--- src/rtl/frogger_pkg.sv ---
// Shared constants for the traffic lanes: playfield bounds, vehicle lengths,
// move periods, car spacing and the sweep FSM encoding.
package frogger_pkg;
    localparam int BLOCKSIZE      = 32;
    localparam int X_OFFSET_LEFT  = 96;
    localparam int X_OFFSET_RIGHT = 544;
    localparam int NUM_LANES      = 6;
    localparam int NUM_CARS       = 3;
    localparam int CAR_SPACING    = 150;
    localparam int LANE_STAGGER   = 24;

    localparam logic [9:0] X_MAX = 10'(X_OFFSET_RIGHT - 1);

    localparam logic [9:0] LANE_LEN [NUM_LANES] =
        '{10'd32, 10'd64, 10'd32, 10'd96, 10'd32, 10'd64};
    localparam logic [3:0] BASE_PERIOD [NUM_LANES] =
        '{4'd4, 4'd3, 4'd2, 4'd4, 4'd3, 4'd2};

    typedef enum logic [2:0] {
        ST_IDLE = 3'd0,
        ST_UPD0 = 3'd1,
        ST_UPD1 = 3'd2,
        ST_UPD2 = 3'd3,
        ST_UPD3 = 3'd4,
        ST_UPD4 = 3'd5,
        ST_UPD5 = 3'd6
    } state_e;

    function automatic logic [9:0] init_x(input int lane, input int car);
        return 10'(X_OFFSET_LEFT + CAR_SPACING * car + LANE_STAGGER * lane);
    endfunction

    // A fast level can shift the period to zero; a lane never moves faster than once per frame.
    function automatic logic [3:0] lane_period(input logic [3:0] base, input logic [1:0] level);
        logic [3:0] p;
        p = base >> level;
        return (p == 4'd0) ? 4'd1 : p;
    endfunction
endpackage

--- src/rtl/car_step.sv ---
// Next horizontal position of one car: one pixel step with wrap between the
// lane's left bound (96-len) and the right edge (543).
module car_step
    import frogger_pkg::*;
(
    input  logic [9:0] x,
    input  logic [9:0] len,
    input  logic       dir,
    output logic [9:0] nx
);
    logic [9:0] lo;
    assign lo = 10'(X_OFFSET_LEFT) - len;

    always_comb begin
        nx = x;
        if (!dir)
            nx = (x == X_MAX) ? lo : x + 10'd1;
        else
            nx = (x == lo) ? X_MAX : x - 10'd1;
    end
endmodule

--- src/rtl/cars_motion.sv ---
// Traffic mover: on each frame tick sweeps the six lanes, one per cycle,
// stepping a lane's three cars when its frame counter reaches its period.
module cars_motion
    import frogger_pkg::*;
(
    input  logic       clk,
    input  logic       reset,
    input  logic       frame_tick,
    input  logic       enable,
    input  logic       restart,
    input  logic [1:0] level,
    output logic [9:0] lane0_car0_x,
    output logic [9:0] lane0_car1_x,
    output logic [9:0] lane0_car2_x,
    output logic [9:0] lane1_car0_x,
    output logic [9:0] lane1_car1_x,
    output logic [9:0] lane1_car2_x,
    output logic [9:0] lane2_car0_x,
    output logic [9:0] lane2_car1_x,
    output logic [9:0] lane2_car2_x,
    output logic [9:0] lane3_car0_x,
    output logic [9:0] lane3_car1_x,
    output logic [9:0] lane3_car2_x,
    output logic [9:0] lane4_car0_x,
    output logic [9:0] lane4_car1_x,
    output logic [9:0] lane4_car2_x,
    output logic [9:0] lane5_car0_x,
    output logic [9:0] lane5_car1_x,
    output logic [9:0] lane5_car2_x,
    output logic [9:0] lane0_length,
    output logic [9:0] lane1_length,
    output logic [9:0] lane2_length,
    output logic [9:0] lane3_length,
    output logic [9:0] lane4_length,
    output logic [9:0] lane5_length,
    output logic       busy,
    output logic       overrun
);
    localparam logic [2:0] IDLE = 3'(ST_IDLE);
    localparam logic [2:0] UPD0 = 3'(ST_UPD0);
    localparam logic [2:0] UPD5 = 3'(ST_UPD5);

    logic [2:0] state;
    logic [9:0] pos [NUM_LANES][NUM_CARS];
    logic [3:0] cnt [NUM_LANES];

    logic [2:0] lane;
    logic [9:0] cur_len;
    logic [3:0] cur_p;
    logic [4:0] cnt_inc;
    logic [NUM_CARS-1:0][9:0] nx;

    // The three steppers follow the lane selected by the sweep state.
    assign lane    = (state == IDLE) ? 3'd0 : state - 3'd1;
    assign cur_len = LANE_LEN[lane];
    assign cur_p   = lane_period(BASE_PERIOD[lane], level);
    assign cnt_inc = {1'b0, cnt[lane]} + 5'd1;

    for (genvar g = 0; g < NUM_CARS; g++) begin : g_step
        car_step u_step (
            .x   (pos[lane][g]),
            .len (cur_len),
            .dir (lane[0]),
            .nx  (nx[g])
        );
    end

    always_ff @(posedge clk) begin
        if (reset || restart) begin
            state   <= IDLE;
            overrun <= 1'b0;
            for (int n = 0; n < NUM_LANES; n++) begin
                cnt[n] <= 4'd0;
                for (int k = 0; k < NUM_CARS; k++)
                    pos[n][k] <= init_x(n, k);
            end
        end else if (state == IDLE) begin
            if (frame_tick)
                state <= UPD0;
        end else begin
            if (frame_tick)
                overrun <= 1'b1;
            state <= (state == UPD5) ? IDLE : state + 3'd1;
            if (enable) begin
                if (cnt_inc >= {1'b0, cur_p}) begin
                    cnt[lane] <= 4'd0;
                    for (int k = 0; k < NUM_CARS; k++)
                        pos[lane][k] <= nx[k];
                end else begin
                    cnt[lane] <= cnt_inc[3:0];
                end
            end
        end
    end

    assign busy = (state != IDLE);

    assign lane0_car0_x = pos[0][0];
    assign lane0_car1_x = pos[0][1];
    assign lane0_car2_x = pos[0][2];
    assign lane1_car0_x = pos[1][0];
    assign lane1_car1_x = pos[1][1];
    assign lane1_car2_x = pos[1][2];
    assign lane2_car0_x = pos[2][0];
    assign lane2_car1_x = pos[2][1];
    assign lane2_car2_x = pos[2][2];
    assign lane3_car0_x = pos[3][0];
    assign lane3_car1_x = pos[3][1];
    assign lane3_car2_x = pos[3][2];
    assign lane4_car0_x = pos[4][0];
    assign lane4_car1_x = pos[4][1];
    assign lane4_car2_x = pos[4][2];
    assign lane5_car0_x = pos[5][0];
    assign lane5_car1_x = pos[5][1];
    assign lane5_car2_x = pos[5][2];

    assign lane0_length = LANE_LEN[0];
    assign lane1_length = LANE_LEN[1];
    assign lane2_length = LANE_LEN[2];
    assign lane3_length = LANE_LEN[3];
    assign lane4_length = LANE_LEN[4];
    assign lane5_length = LANE_LEN[5];
endmodule

--- config.mk ---
export PLATFORM = sky130hd
export DESIGN_NAME = cars_motion
export DESIGN_NICKNAME = d
export VERILOG_FILES = /design/src/rtl/frogger_pkg.sv /design/src/rtl/car_step.sv /design/src/rtl/cars_motion.sv
export SDC_FILE = /design/constraint.sdc
export NUM_CORES = 1
export LEC_CHECK = 0
export CORE_MARGIN = 2
export CORE_UTILIZATION = 50
export CTS_CLUSTER_DIAMETER = 120
export DETAILED_ROUTE_END_ITERATION = 7
export GPL_ROUTABILITY_DRIVEN = 0
export PLACE_DENSITY = 0.77
export SLEW_MARGIN = 30
export SYNTH_ARGS = -nofsm -noshare
export SYNTH_HDL_FRONTEND = slang
export SYNTH_SLANG_ARGS = --single-unit
--- constraint.sdc ---
create_clock -name clk -period 7.2 [get_ports clk]
set_input_delay 0.72 -clock clk [delete_from_list [all_inputs] [get_ports clk]]
set_output_delay 0.72 -clock clk [all_outputs]
set_load 0.03 [all_outputs]
==> results.sh <==
export IMPL_crit_path_start_kind="flop"
export IMPL_pwr_share_comb=0.111
export IMPL_synth_compound_area_frac=0.102
export IMPL_cts_hold_repair_buffers=0
export IMPL_synth_seq_cells=242
export IMPL_syn_avg_cell_area_sq_um=11.3
export IMPL_wl_per_cell_microns=23.7
export IMPL_power_frac_clock=0.403
export IMPL_powerDensity_nw_per_um2=209
export IMPL_grt_overflow=0
export IMPL_die_area_sq_um=27400
export IMPL_via_per_inst=6.13
export IMPL_dieHeight_microns=166
export IMPL_setup_viol=0
export IMPL_fin_nets=1350
export IMPL_maxCapViolations=0
export IMPL_place_area_sq_um=15000
export IMPL_yosysMostFrequentCell="edfxtp_1"
export IMPL_final_setup_skew_ps=9.15
export IMPL_syn_inst=1157
export IMPL_fillers=2047
export IMPL_finalSetupTns_ps=0
export IMPL_via_count=10300
export IMPL_yosys_area_share_simple=0.155
export IMPL_final_layout_size_suffix_gt1_frac=0.0993
export IMPL_stdcell_area_sq_um=15800
export IMPL_clk_root_buffer_cell="clkbuf_16"
export IMPL_min_period_over_period=0.757
export IMPL_antenna_cells=0
export IMPL_worst_setup_path_end_kind="flop"
export IMPL_numPortBuffers=188
export IMPL_synth_edff_count=238
export IMPL_synthMuxAreaShare=0.0830
export IMPL_seq_area_sq_um=7230
export IMPL_synth_warnings=0
export IMPL_syn_area_sq_um=13100
export IMPL_areaGrowthSynthToFinish_pct=21.1
export IMPL_synth_area_top_cells="edfxtp_1, nor2_1, mux2i_1, buf_4, nand2_1"
export IMPL_numCtsBuffers=26
export IMPL_synthAdderAreaFrac=0.0125
export IMPL_drc_errors=0
export IMPL_grt_pass1_wl_mm=59.7
export IMPL_start_util=0.506
export IMPL_critPathKind="reg -> reg"
export IMPL_final_setup_worst_slack_ps=1750
export IMPL_grt_max_degree=71
export IMPL_arrival_ps=5710
export IMPL_finalHoldViolCount=0
export IMPL_synth_distinct_cells=82
export IMPL_fp_row_count=59
export IMPL_fin_cells=1685
export IMPL_synth_ff_type="edfxtp_1"
export IMPL_track_usage=0.281
export IMPL_ios=249
export IMPL_tightest_slew_ps=1030
export IMPL_cp_required_ps=7460
export IMPL_synthXorXnorAreaFrac=0.0134
export IMPL_rsz0062_at_grt="no"
export IMPL_place_hpwl_mm=27.0
export IMPL_vdd_ir_drop_max_v=0.000151
export IMPL_grt_antenna_before_repair=0
export IMPL_core_sq_um=25800
export IMPL_cts_sinks=242
export IMPL_switching_share=0.255
export IMPL_cellLeakagePower_nw=5.63
export IMPL_clk_pin_slew_ps=60
export IMPL_synth_commonest_cells="edfxtp_1, nor2_1, nand2_1, buf_4, mux2i_1"
export IMPL_pre_cts_ws_ps=1870
export IMPL_max_freq_mhz=183
export IMPL_multiInputGateArea_sq_um=5070
export IMPL_drt_wl_total_mm=40.0
export IMPL_hold_class="reg -> reg"
export IMPL_yosys_area_top_type_share=0.547
export IMPL_synth_top_family_by_area="simple AND/OR/NAND/NOR gates"
export IMPL_p_seq_frac=0.486
export IMPL_maxSlewHeadroom=0.314
export IMPL_p_switching_uw=842
export IMPL_post_cts_buffers=0
export IMPL_async_flop_share=0
export IMPL_ys_seq_area_frac=0.553
export IMPL_cts_resized=0
export IMPL_first_pass_iters=8
export IMPL_numPlacedInstances=1637
export IMPL_outcome="finished clean"
export IMPL_clock_latency_ps=530
export IMPL_grt_pass1_vias=9850
export IMPL_cts_buffer_depth=3
export IMPL_final_antenna_net_count=0
export IMPL_crit_fanout=66
export IMPL_drt_iter0_markers=1300
export IMPL_period_minus_slack_ps=5450
export IMPL_whs_ps=533
export IMPL_htree_num_levels=1
export IMPL_die_x_microns=166
export IMPL_synth_top_area_cell="edfxtp_1"
export IMPL_cts_tree="yes"
export IMPL_p_int_mw=2.47
export IMPL_slew_violations=0
-- worst max-delay path, stage by stage, from the launching register on --
cell	delay [ps]
dfxtp_4	980
mux2_2	420
mux4_2	520
ha_1	330
ha_1	300
a21o_1	160
a221oi_1	280
buf_4	220
nand2b_1	220
nand2b_1	750
nand2_1	560
buf_4	400
-- cell families (layout without fill, tap and decap cells) --
kind of cell	Yosys count	after routing
AOI/OAI and AO/OA	175	175
xor gates and xnor gates	20	20
adders and majority gates	13	13
buffers and inverters	182	310
DFF	242	242
muxes	89	89
other	2	67
and+or+nand+nor	434	434
-- state kept, by name (all words and copies together), names as in the netlist --
signal and flops:
state 3, overrun 1, cnt 28, pos 210
-- layer usage --
layer  vias up  global-route usage  share of wire
met4         0               0.119          0.042
met3       119              0.0571           0.11
li1       4434                   -              -
met2       786               0.450           0.47
met5         -                   0              0
met1      4997               0.376           0.37
-- metrics by stage --
| step | utilization | total power, mW |
|---|---|---|
| 2_1_floorplan | - | 1.90 |
| 3_3_place_gp | 0.579 | 1.99 |
| 3_5_place_dp | 0.579 | 2.00 |
| 4_1_cts | 0.612 | 3.31 |
| 5_1_grt | 0.612 | 3.39 |
| 6_report | 0.612 | 3.31 |
-- layout by cell type, fill, tap and decap left out, drive strengths merged, types with 6 or more instances in the layout --
master | netlist | layout
clkdlybuf4s50 | 0 | 188
nand3 | 26 | 26
o22ai | 14 | 14
buf | 107 | 21
mux2 | 15 | 15
a221oi | 13 | 13
inv | 53 | 54
nor2b | 10 | 10
nand2b | 16 | 16
conb | 2 | 67
o21ai | 25 | 25
nor2 | 166 | 166
nand3b | 8 | 8
a211oi | 10 | 10
a21oi | 38 | 38
and2 | 10 | 10
mux4 | 12 | 12
nand4 | 12 | 12
edfxtp | 238 | 238
mux2i | 62 | 62
or2 | 6 | 6
clkinv | 0 | 13
and3 | 12 | 12
a32o | 6 | 6
a31oi | 6 | 6
nor4 | 6 | 6
xnor2 | 16 | 16
nand2 | 115 | 115
clkbuf | 22 | 30
ha | 13 | 13
nor3 | 24 | 24
-- final cells by class --
| type | instances | area share |
|---|---|---|
| sequential | 242 | 0.457 |
| timing repair buffer | 209 | 0.129 |
| multi-input combinational | 798 | 0.321 |
| clock buffer | 30 | 0.0447 |
| clock inverter | 18 | 0.00933 |
| inverter | 53 | 0.0126 |
| tap | 335 | 0.0265 |
-- final timing paths --
kind / endpoint / cells past startpoint / start / slack [ps]
max: pos[5][16] / 11 / state[0] / 1750
min: overrun / 2 / overrun / 530
max reg2reg: pos[5][16] / 11 / state[0] / 1750
min reg2reg: overrun / 2 / overrun / 530
-- power groups by stage --
stage	Sequential [mW]	Combinational [mW]	Clock (mW)
after floorplan	1.68	0.226	0
after global placement	1.64	0.354	0
after detailed placement	1.64	0.360	0
after CTS	1.61	0.361	1.34
after global routing	1.61	0.387	1.39
final	1.61	0.366	1.33
Power figures use the tool's default switching activity.
